`src/rtl/bp_pkg.sv`:
```
// Shared types and constants for the bimodal/gshare branch predictor.
// Counter encoding and BTB entry layout live here so every file agrees on them.
package bp_pkg;

  localparam int unsigned PC_W_DEF  = 5;
  localparam int unsigned IDX_W_DEF = 3;

  typedef logic [1:0] counter_t;

  localparam counter_t SNT = 2'b00;
  localparam counter_t WNT = 2'b01;
  localparam counter_t WT  = 2'b10;
  localparam counter_t ST  = 2'b11;

  typedef struct packed {
    logic                            valid;
    logic [PC_W_DEF-IDX_W_DEF-1:0]   tag;
    logic [PC_W_DEF-1:0]             target;
  } btb_entry_t;

endpackage

```
`src/rtl/branch_predictor_unit_if.sv`:
```
// Fetch/execute connection between the pipeline and the branch predictor.
// master = pipeline side, slave = predictor side.
interface branch_predictor_unit_if #(
  parameter int unsigned PC_W = 5
);
  logic [PC_W-1:0] PC_F;
  logic            prediction_F;
  logic [PC_W-1:0] target_F;
  logic            update_signal_E;
  logic [PC_W-1:0] PC_E;
  logic            actual_outcome_E;
  logic [PC_W-1:0] actual_target_E;
  logic            prediction_E;
  logic            mispredict_E;

  modport master (
    output PC_F, update_signal_E, PC_E, actual_outcome_E, actual_target_E, prediction_E,
    input  prediction_F, target_F, mispredict_E
  );

  modport slave (
    input  PC_F, update_signal_E, PC_E, actual_outcome_E, actual_target_E, prediction_E,
    output prediction_F, target_F, mispredict_E
  );
endinterface

```
`src/rtl/bp_sat_counter.sv`:
```
// 2-bit saturating up/down counter step (combinational next value).
module bp_sat_counter
  import bp_pkg::*;
(
  input  counter_t cnt,
  input  logic     up,
  output counter_t next
);
  always_comb begin
    next = cnt;
    if (up) begin
      if (cnt != ST) next = cnt + 2'd1;
    end else begin
      if (cnt != SNT) next = cnt - 2'd1;
    end
  end
endmodule

```
`src/rtl/branch_predictor_unit.sv`:
```
// Bimodal branch predictor with direct-mapped BTB and saturating statistics.
// Define GSHARE_EN to XOR a global history register into the PHT index.
module branch_predictor_unit
  import bp_pkg::*;
#(
  parameter int unsigned PC_W  = PC_W_DEF,
  parameter int unsigned IDX_W = IDX_W_DEF,
  parameter int unsigned CNT_W = 16
) (
  input  logic                       clk,
  input  logic                       reset,
  branch_predictor_unit_if.slave     bp,
  output logic [CNT_W-1:0]           branch_cnt,
  output logic [CNT_W-1:0]           mispredict_cnt
);
  localparam int unsigned ENTRIES = 1 << IDX_W;

  counter_t         pht_q [ENTRIES];
  btb_entry_t       btb_q [ENTRIES];
  logic [CNT_W-1:0] branch_cnt_q, mispredict_cnt_q;

  logic [IDX_W-1:0] fetch_idx, fetch_pidx, upd_idx, upd_pidx;
  logic             hit;
  counter_t         pht_next;

  assign fetch_idx = bp.PC_F[IDX_W-1:0];
  assign upd_idx   = bp.PC_E[IDX_W-1:0];

`ifdef GSHARE_EN
  logic [IDX_W-1:0] ghr_q;
  // Both lookup and update hash with the pre-shift history.
  assign fetch_pidx = fetch_idx ^ ghr_q;
  assign upd_pidx   = upd_idx ^ ghr_q;

  always_ff @(posedge clk) begin
    if (reset) begin
      ghr_q <= '0;
    end else if (bp.update_signal_E) begin
      ghr_q <= {ghr_q[IDX_W-2:0], bp.actual_outcome_E};
    end
  end
`else
  assign fetch_pidx = fetch_idx;
  assign upd_pidx   = upd_idx;
`endif

  always_comb begin
    hit             = btb_q[fetch_idx].valid && (btb_q[fetch_idx].tag == bp.PC_F[PC_W-1:IDX_W]);
    bp.prediction_F = !reset && hit && (pht_q[fetch_pidx] >= WT);
    bp.target_F     = bp.prediction_F ? btb_q[fetch_idx].target : bp.PC_F + PC_W'(1);
    bp.mispredict_E = bp.update_signal_E && (bp.prediction_E != bp.actual_outcome_E);
  end

  bp_sat_counter u_pht_step (
    .cnt  (pht_q[upd_pidx]),
    .up   (bp.actual_outcome_E),
    .next (pht_next)
  );

  // Reset has priority, so an update coinciding with reset is dropped.
  always_ff @(posedge clk) begin
    if (reset) begin
      for (int unsigned i = 0; i < ENTRIES; i++) begin
        pht_q[i] <= WNT;
        btb_q[i] <= '0;
      end
      branch_cnt_q     <= '0;
      mispredict_cnt_q <= '0;
    end else if (bp.update_signal_E) begin
      pht_q[upd_pidx] <= pht_next;
      if (bp.actual_outcome_E) begin
        btb_q[upd_idx] <= '{valid: 1'b1, tag: bp.PC_E[PC_W-1:IDX_W],
                            target: bp.actual_target_E};
      end
      if (branch_cnt_q != '1) branch_cnt_q <= branch_cnt_q + CNT_W'(1);
      if (bp.mispredict_E && (mispredict_cnt_q != '1)) begin
        mispredict_cnt_q <= mispredict_cnt_q + CNT_W'(1);
      end
    end
  end

  assign branch_cnt     = branch_cnt_q;
  assign mispredict_cnt = mispredict_cnt_q;

endmodule

```
`src/flat_wrapper.sv`:
```
// flat-port wrapper written by rule: the top's interface ports become plain ports
module branch_predictor_unit_flat import bp_pkg::*;
#(
  parameter int unsigned PC_W  = PC_W_DEF,
  parameter int unsigned IDX_W = IDX_W_DEF,
  parameter int unsigned CNT_W = 16
)
  (clk, reset, branch_cnt, mispredict_cnt, bp_PC_F, bp_update_signal_E, bp_PC_E, bp_actual_outcome_E, bp_actual_target_E, bp_prediction_E, bp_prediction_F, bp_target_F, bp_mispredict_E);
  branch_predictor_unit_if #(.PC_W(PC_W)) bp_i ();
  input  logic clk;
  input  logic reset;
  output logic [CNT_W-1:0] branch_cnt;
  output logic [CNT_W-1:0] mispredict_cnt;
  input wire logic [$bits(bp_i.PC_F)-1:0] bp_PC_F;
  input wire logic [$bits(bp_i.update_signal_E)-1:0] bp_update_signal_E;
  input wire logic [$bits(bp_i.PC_E)-1:0] bp_PC_E;
  input wire logic [$bits(bp_i.actual_outcome_E)-1:0] bp_actual_outcome_E;
  input wire logic [$bits(bp_i.actual_target_E)-1:0] bp_actual_target_E;
  input wire logic [$bits(bp_i.prediction_E)-1:0] bp_prediction_E;
  output wire logic [$bits(bp_i.prediction_F)-1:0] bp_prediction_F;
  output wire logic [$bits(bp_i.target_F)-1:0] bp_target_F;
  output wire logic [$bits(bp_i.mispredict_E)-1:0] bp_mispredict_E;
  assign bp_i.PC_F = bp_PC_F;
  assign bp_i.update_signal_E = bp_update_signal_E;
  assign bp_i.PC_E = bp_PC_E;
  assign bp_i.actual_outcome_E = bp_actual_outcome_E;
  assign bp_i.actual_target_E = bp_actual_target_E;
  assign bp_i.prediction_E = bp_prediction_E;
  assign bp_prediction_F = bp_i.prediction_F;
  assign bp_target_F = bp_i.target_F;
  assign bp_mispredict_E = bp_i.mispredict_E;
  branch_predictor_unit #(.PC_W(PC_W), .IDX_W(IDX_W), .CNT_W(CNT_W)) u_core (.clk(clk), .reset(reset), .bp(bp_i), .branch_cnt(branch_cnt), .mispredict_cnt(mispredict_cnt));
endmodule
```
`config.mk`:
```
export PLATFORM = sky130hd
export DESIGN_NAME = branch_predictor_unit_flat
export DESIGN_NICKNAME = d
export VERILOG_FILES = /design/src/rtl/bp_pkg.sv /design/src/rtl/branch_predictor_unit_if.sv /design/src/rtl/bp_sat_counter.sv /design/src/rtl/branch_predictor_unit.sv /design/src/flat_wrapper.sv
export SDC_FILE = /design/constraint.sdc
export NUM_CORES = 1
export LEC_CHECK = 0
export CAP_MARGIN = 15
export CORE_UTILIZATION = 55
export DETAILED_ROUTE_END_ITERATION = 10
export DONT_BUFFER_PORTS = 1
export HOLD_SLACK_MARGIN = 0.02
export PLACE_DENSITY = 0.75
export SETUP_SLACK_MARGIN = 0.05
export SKIP_CTS_REPAIR_TIMING = 1
export SYNTH_ARGS = -nofsm -noshare
export SYNTH_HDL_FRONTEND = slang
export SYNTH_HIERARCHICAL = 1
export SYNTH_SLANG_ARGS = --single-unit
```
`constraint.sdc`:
```
create_clock -name clk -period 6.19 [get_ports clk]
set_input_delay 1.5475 -clock clk [delete_from_list [all_inputs] [get_ports clk]]
set_output_delay 1.5475 -clock clk [all_outputs]
set_load 0.02 [all_outputs]
```
* Word-level counts from Yosys, hierarchy flattened *
Memories as Yosys holds them, arrays and structs flattened.
Index checks and enable logic that the tools add are counted.

word-level totals
  logic and storage cells = 45
  register bits = 32
  latch bits = 0
  output and inout port bits = 39
  bits in read-only memories = 0
  bits of input ports = 20
  bits in writable memories = 80
  memories kept = 2

operators by class
  divide/modulo/power cells = 0
  magnitude comparators = 1
  add/sub/neg operators = 5
  $mul = 0
  bitwise gates (word level) = 0
  eq/ne operators = 5
  mux-type cells = 19
  reduce and logical (&&, ||, !) cells = 11
  shift operators = 0

memory list
  name          words  width  rd ports  clocked after Yosys merged registers in  write ports  line                         source
  u_core.btb_q  8      8      1         0                                        8            branch_predictor_unit.sv:19  btb_entry_t btb_q [ENTRIES];
  u_core.pht_q  8      2      2         0                                        8            branch_predictor_unit.sv:18  counter_t pht_q [ENTRIES];

operators by type and width
  cell                     count
  $add A16 B1 Y16 const B  2
  $ne A16 B16 Y1 const B   2
  $mux W1                  11
  $mux W2                  4
  $mux W8                  1
  $reduce_or A8 Y1         1
  $mux W3                  2
  $add A5 B1 Y5 const B    1
  $logic_and A1 B1 Y1      5
  $mux W5                  1
  $reduce_and A2 Y1        2
  $add A2 B1 Y2 const B    1
  $eq A2 B2 Y1             1
  $ge A2 B2 Y1 const B     1
  $ne A2 B2 Y1 const B     1
  $reduce_bool A2 Y1       1
  $reduce_or A2 Y1         1
  $sub A2 B1 Y2 const B    1
  $logic_not A1 Y1         1
  $ne A1 B1 Y1             1

* Longest topological paths before layout *
  depth after elaboration = 6
  mapped depth = 9
  gate-level depth less buffers = 8

* Hierarchy *
Netlist, hierarchy kept.

by module, submodules not included
  module                 sequential area each (sq um)  cells each  times used  area an instance (sq um)
  branch_predictor_unit  2962.8                        491         1           5501.5
  bp_sat_counter         0.0                           3           1           26.3

* Worst setup path before layout *
OpenSTA, ideal clock, no wires.

  path kind = input to output
  start point = input port bp_PC_F[0]
  end point = output port bp_target_F[0]
  buffers on the path = 2
  slack = 1.273 ns
  stages = 8
  data arrival time = 3.370 ns
  data required time = 4.642 ns
  cell sequence = buf_6 -> mux2_1 -> or3_1 -> nand4_2 -> xnor2_2 -> and3_1 -> buf_2 -> mux2i_1

between the ends
  cells in the longest elaborated chain, start to end = 6
  elaborated cells on any way between the ends = 9
  classes of those cells = add/sub (1); order compare (1); eq/ne (1); mux (1); reduce/logical (3); memory (2)

ends and longest elaborated chain
  what                     line                         source
  start: declaration       flat_wrapper.sv:14           input wire logic [$bits(bp_i.PC_F)-1:0] bp_PC_F;
  $mem_v2 Z8 W8            --
  $eq A2 B2 Y1             branch_predictor_unit.sv:48  hit = btb_q[fetch_idx].valid && (btb_q[fetch_idx].tag == bp.PC_F[PC_W-1:IDX_W]);
  $logic_and A1 B1 Y1      branch_predictor_unit.sv:48
  $logic_and A1 B1 Y1      branch_predictor_unit.sv:49  bp.prediction_F = !reset && hit && (pht_q[fetch_pidx] >= WT);
  $logic_and A1 B1 Y1 (*)  branch_predictor_unit.sv:49
  via bp_prediction_F      flat_wrapper.sv:20           output wire logic [$bits(bp_i.prediction_F)-1:0] bp_prediction_F;
  $mux W5 (*)              branch_predictor_unit.sv:50  bp.target_F = bp.prediction_F ? btb_q[fetch_idx].target : bp.PC_F + PC_W'(1);
  end: declaration         flat_wrapper.sv:21           output wire logic [$bits(bp_i.target_F)-1:0] bp_target_F;

The timed path passes the listed nets; every way through them passes the cells marked *.

* Final worst setup path *
  start point = input port bp_PC_F[2]
  end point = output port bp_target_F[0]

Same word-level chain as after synthesis.

==> key figures <==
GRT
  • Number of global-route vias before repair: 3,709
  • GR Util All Layers: 0.240
  • GRT overflow: 0
  • Global-route wire length before repair: 18,700 µm
  • Largest net degree at the start of global routing: 68
  • Initial antenna violation count: 0

STA
  • Minimum clock period: 5070 ps
  • RSZ-0062 raised after global routing: false
  • Final Slew Violations: 0
  • Slew HR: 0.551
  • Setup TNS: 0 ps
  • Worst Skew: 9.25 ps
  • Final setup vio count: 0
  • Tcrit/Tclk final: 0.819
  • Fmax: 0.197 GHz
  • Slew of the pin with the lowest slew margin: 671 ps
  • Hold Vio Cnt, Final: 0

Cells and area
  • Layout Area Growth over Synthesis: 5.18%
  • Fin area: 5810 µm²
  • Post-Layout Cell Count: 620
  • Layout Utilization: 0.595
  • Final layout net count: 505
  • Number of antenna diodes: 0
  • Layout cell share with drive strength beyond 1: 0.0842
  • Most frequent cells in the layout: 72 x edfxtp_1, 65 x and3_1, 40 x dfxtp_1, 36 x nor2_1, 31 x nand2_1
  • Most common cell after layout, fill and taps aside: edfxtp_1

Yosys
  • Post-synth cell types: 59
  • Top FF cell, synth: edfxtp_1
  • Avg Inst Size Synth: 11.2 µm²
  • Cell taking the most area after synthesis: edfxtp_1
  • Synth top area cells: edfxtp_1 39%, dfxtp_1 14%, and3_1 7.4%, mux4_2 4.9%, xor2_1 3.3%
  • Mapped cell area: 5530 µm²
  • Top cell type's share of synthesized area: 0.391
  • Synth warnings: 6
  • Syn Inst Count: 494
  • Seq/Total Area, Yosys: 0.536
  • EDFF count, synth: 72
  • Synth Register Bits: 112
  • Post-Syn Nets: 517
  • Async SR Flop Fraction: 0

Placement
  • Placed insts: 604
  • Port Buf Inserts: 0
  • DP HPWL: 8180 µm
  • DP Area: 5610 µm²
  • Placer Congestion: 0.774

Status
  • Status: completed

Setup path
  • Worst Setup End Kind: output port
  • Worst reg-to-reg path cell count: 5
  • Required time worst endpoint: 4640 ps
  • WS Path Type: in2out
  • CP arrival: 3520 ps
  • Max FO, Critical Path: 15
  • Startpoint Class: input port

Die
  • Die ar.: 10,500 µm²
  • I/O pin total: 59
  • Chip Width: 102 µm
  • CORE AREA: 9770 µm²
  • Initial core utilization: 0.566
  • Die Y: 102 µm
  • Std cell rows: 36

Clock network
  • Worst-case clock buffer depth: 2
  • Clk slew on worst S/H paths: 100 ps
  • CTS tree: built
  • Clk_lat worst skew: 370 ps
  • H-tree depth: 3
  • Number of CTS-inserted buffers: 9
  • Clock tree root driver cell: clkbuf_8
  • Clk sinks: 112

Run
  • Max Cap Viol: 0

Power and ir drop
  • Worst vdd ir: 0.000204 V
  • P per Cell Area: 238 nW/µm²
  • LEAKAGE: 2.29 nW
  • Total Power: 0.00139 W

Route
  • Via Count: 3,803
  • Starting DRT DRC Count: 256
  • Wire per inst: 19.4 µm
  • Routed WL: 12,000 µm
  • Vias per inst: 6.13
  • DRC viols: 0
  • Post-DRT Antenna Nets: 0
  • DRT Pass-1 Iters: 5

Min path
  • Worst hold path stage count: 1
  • Worst Hold Class: reg2reg
-- report_power, final --
part,internal [W],leakage (nW),switching [W],total [W]
registers,0.000822,1.00,0.0000160,0.000838
clock network,0.000191,0.0964,0.000250,0.000441
logic,0.0000472,1.19,0.0000598,0.000107
-- flip-flops by register name, indices dropped and copies added (netlist names) --
name	count
u_core/branch_cnt	16
u_core/btb_q	64
u_core/mispredict_cnt	16
u_core/pht_q	16
-- per-stage QoR --
| stage | hold slack, ps | worst slack [ps] |
|---|---|---|
| 2_1_floorplan | 422 | 1270 |
| 3_3_place_gp | 429 | 1220 |
| 3_5_place_dp | 439 | 1130 |
| 4_1_cts | 463 | 1140 |
| 5_1_grt | 490 | 1090 |
| 6_report | 461 | 1120 |
-- metal layers --
layer | track usage | wire length, µm
met5 | 0 | 0
met4 | 0.0637 | 200
met3 | 0.0609 | 699
met2 | 0.408 | 6080
met1 | 0.305 | 5030
-- worst max-delay path, cell delays in order --
cell and delay (ps):
inv_1 240, mux4_2 420, xor2_2 350, and3_1 430
mux2i_1 530
-- layout make-up --
type	instances	area, µm²
Sequential cell	112	2960
Clock inverter	7	80.1
Fill cell	830	3960
Multi-Input combinational cell	343	2390
Tap cell	133	166
Inverter	9	33.8
Clock buffer	9	124
Timing Repair Buffer	7	52.6
-- logic make-up (layout without fill, tap and decap cells) --
family	Yosys count	count (layout)	synth area share
xor gates and xnor gates	28	28	0.0471
AOI/OAI and AO/OA	55	55	0.0695
and+or+nand+nor	226	226	0.225
muxes	29	29	0.0804
DFF	112	112	0.536
buffers and inverters	39	32	0.0308
adders and majority gates	5	5	0.0109
-- final timing paths --
check                                         from                                to  slack [ps]
hold reg to reg    u_core/btb_q[3][7]$_SDFFE_PP1P_   u_core/btb_q[3][7]$_SDFFE_PP1P_         460
setup / recovery                        bp_PC_F[2]                    bp_target_F[0]        1120
hold / removal     u_core/btb_q[3][7]$_SDFFE_PP1P_   u_core/btb_q[3][7]$_SDFFE_PP1P_         460
setup reg to reg  u_core/pht_q[4][1]$_SDFFCE_PN0P_  u_core/pht_q[1][0]$_SDFFCE_PN1P_        4060
-- synthesized netlist by cell type, types with 2 or more instances --
library cell  number
inv_1              9
mux2_1             2
nor4_1             4
nor2b_1            2
nor3b_1            2
a211oi_1           4
nor3_1             8
o2111ai_1          2
nand2_1           31
xor2_1            21
a31oi_1            4
a21o_1             8
clkbuf_1          21
and3b_1            2
buf_6              2
nand2b_1           8
buf_2              4
and2_1            18
maj3_2             2
or3_1              6
mux2i_1           14
a32oi_1            2
buf_1              2
or2_1             12
a41oi_1            2
mux4_2            12
nand3_1           17
edfxtp_1          72
xnor2_1            5
a311o_1            2
dfxtp_1           40
nor2_1            36
and3_1            65
o21ai_1            7
nand4_1            7
a21oi_1            8
ha_1               3
and4b_1            2
and4_1             2
o21ai_0            5
Note: power is estimated with default switching activity, not from simulation.
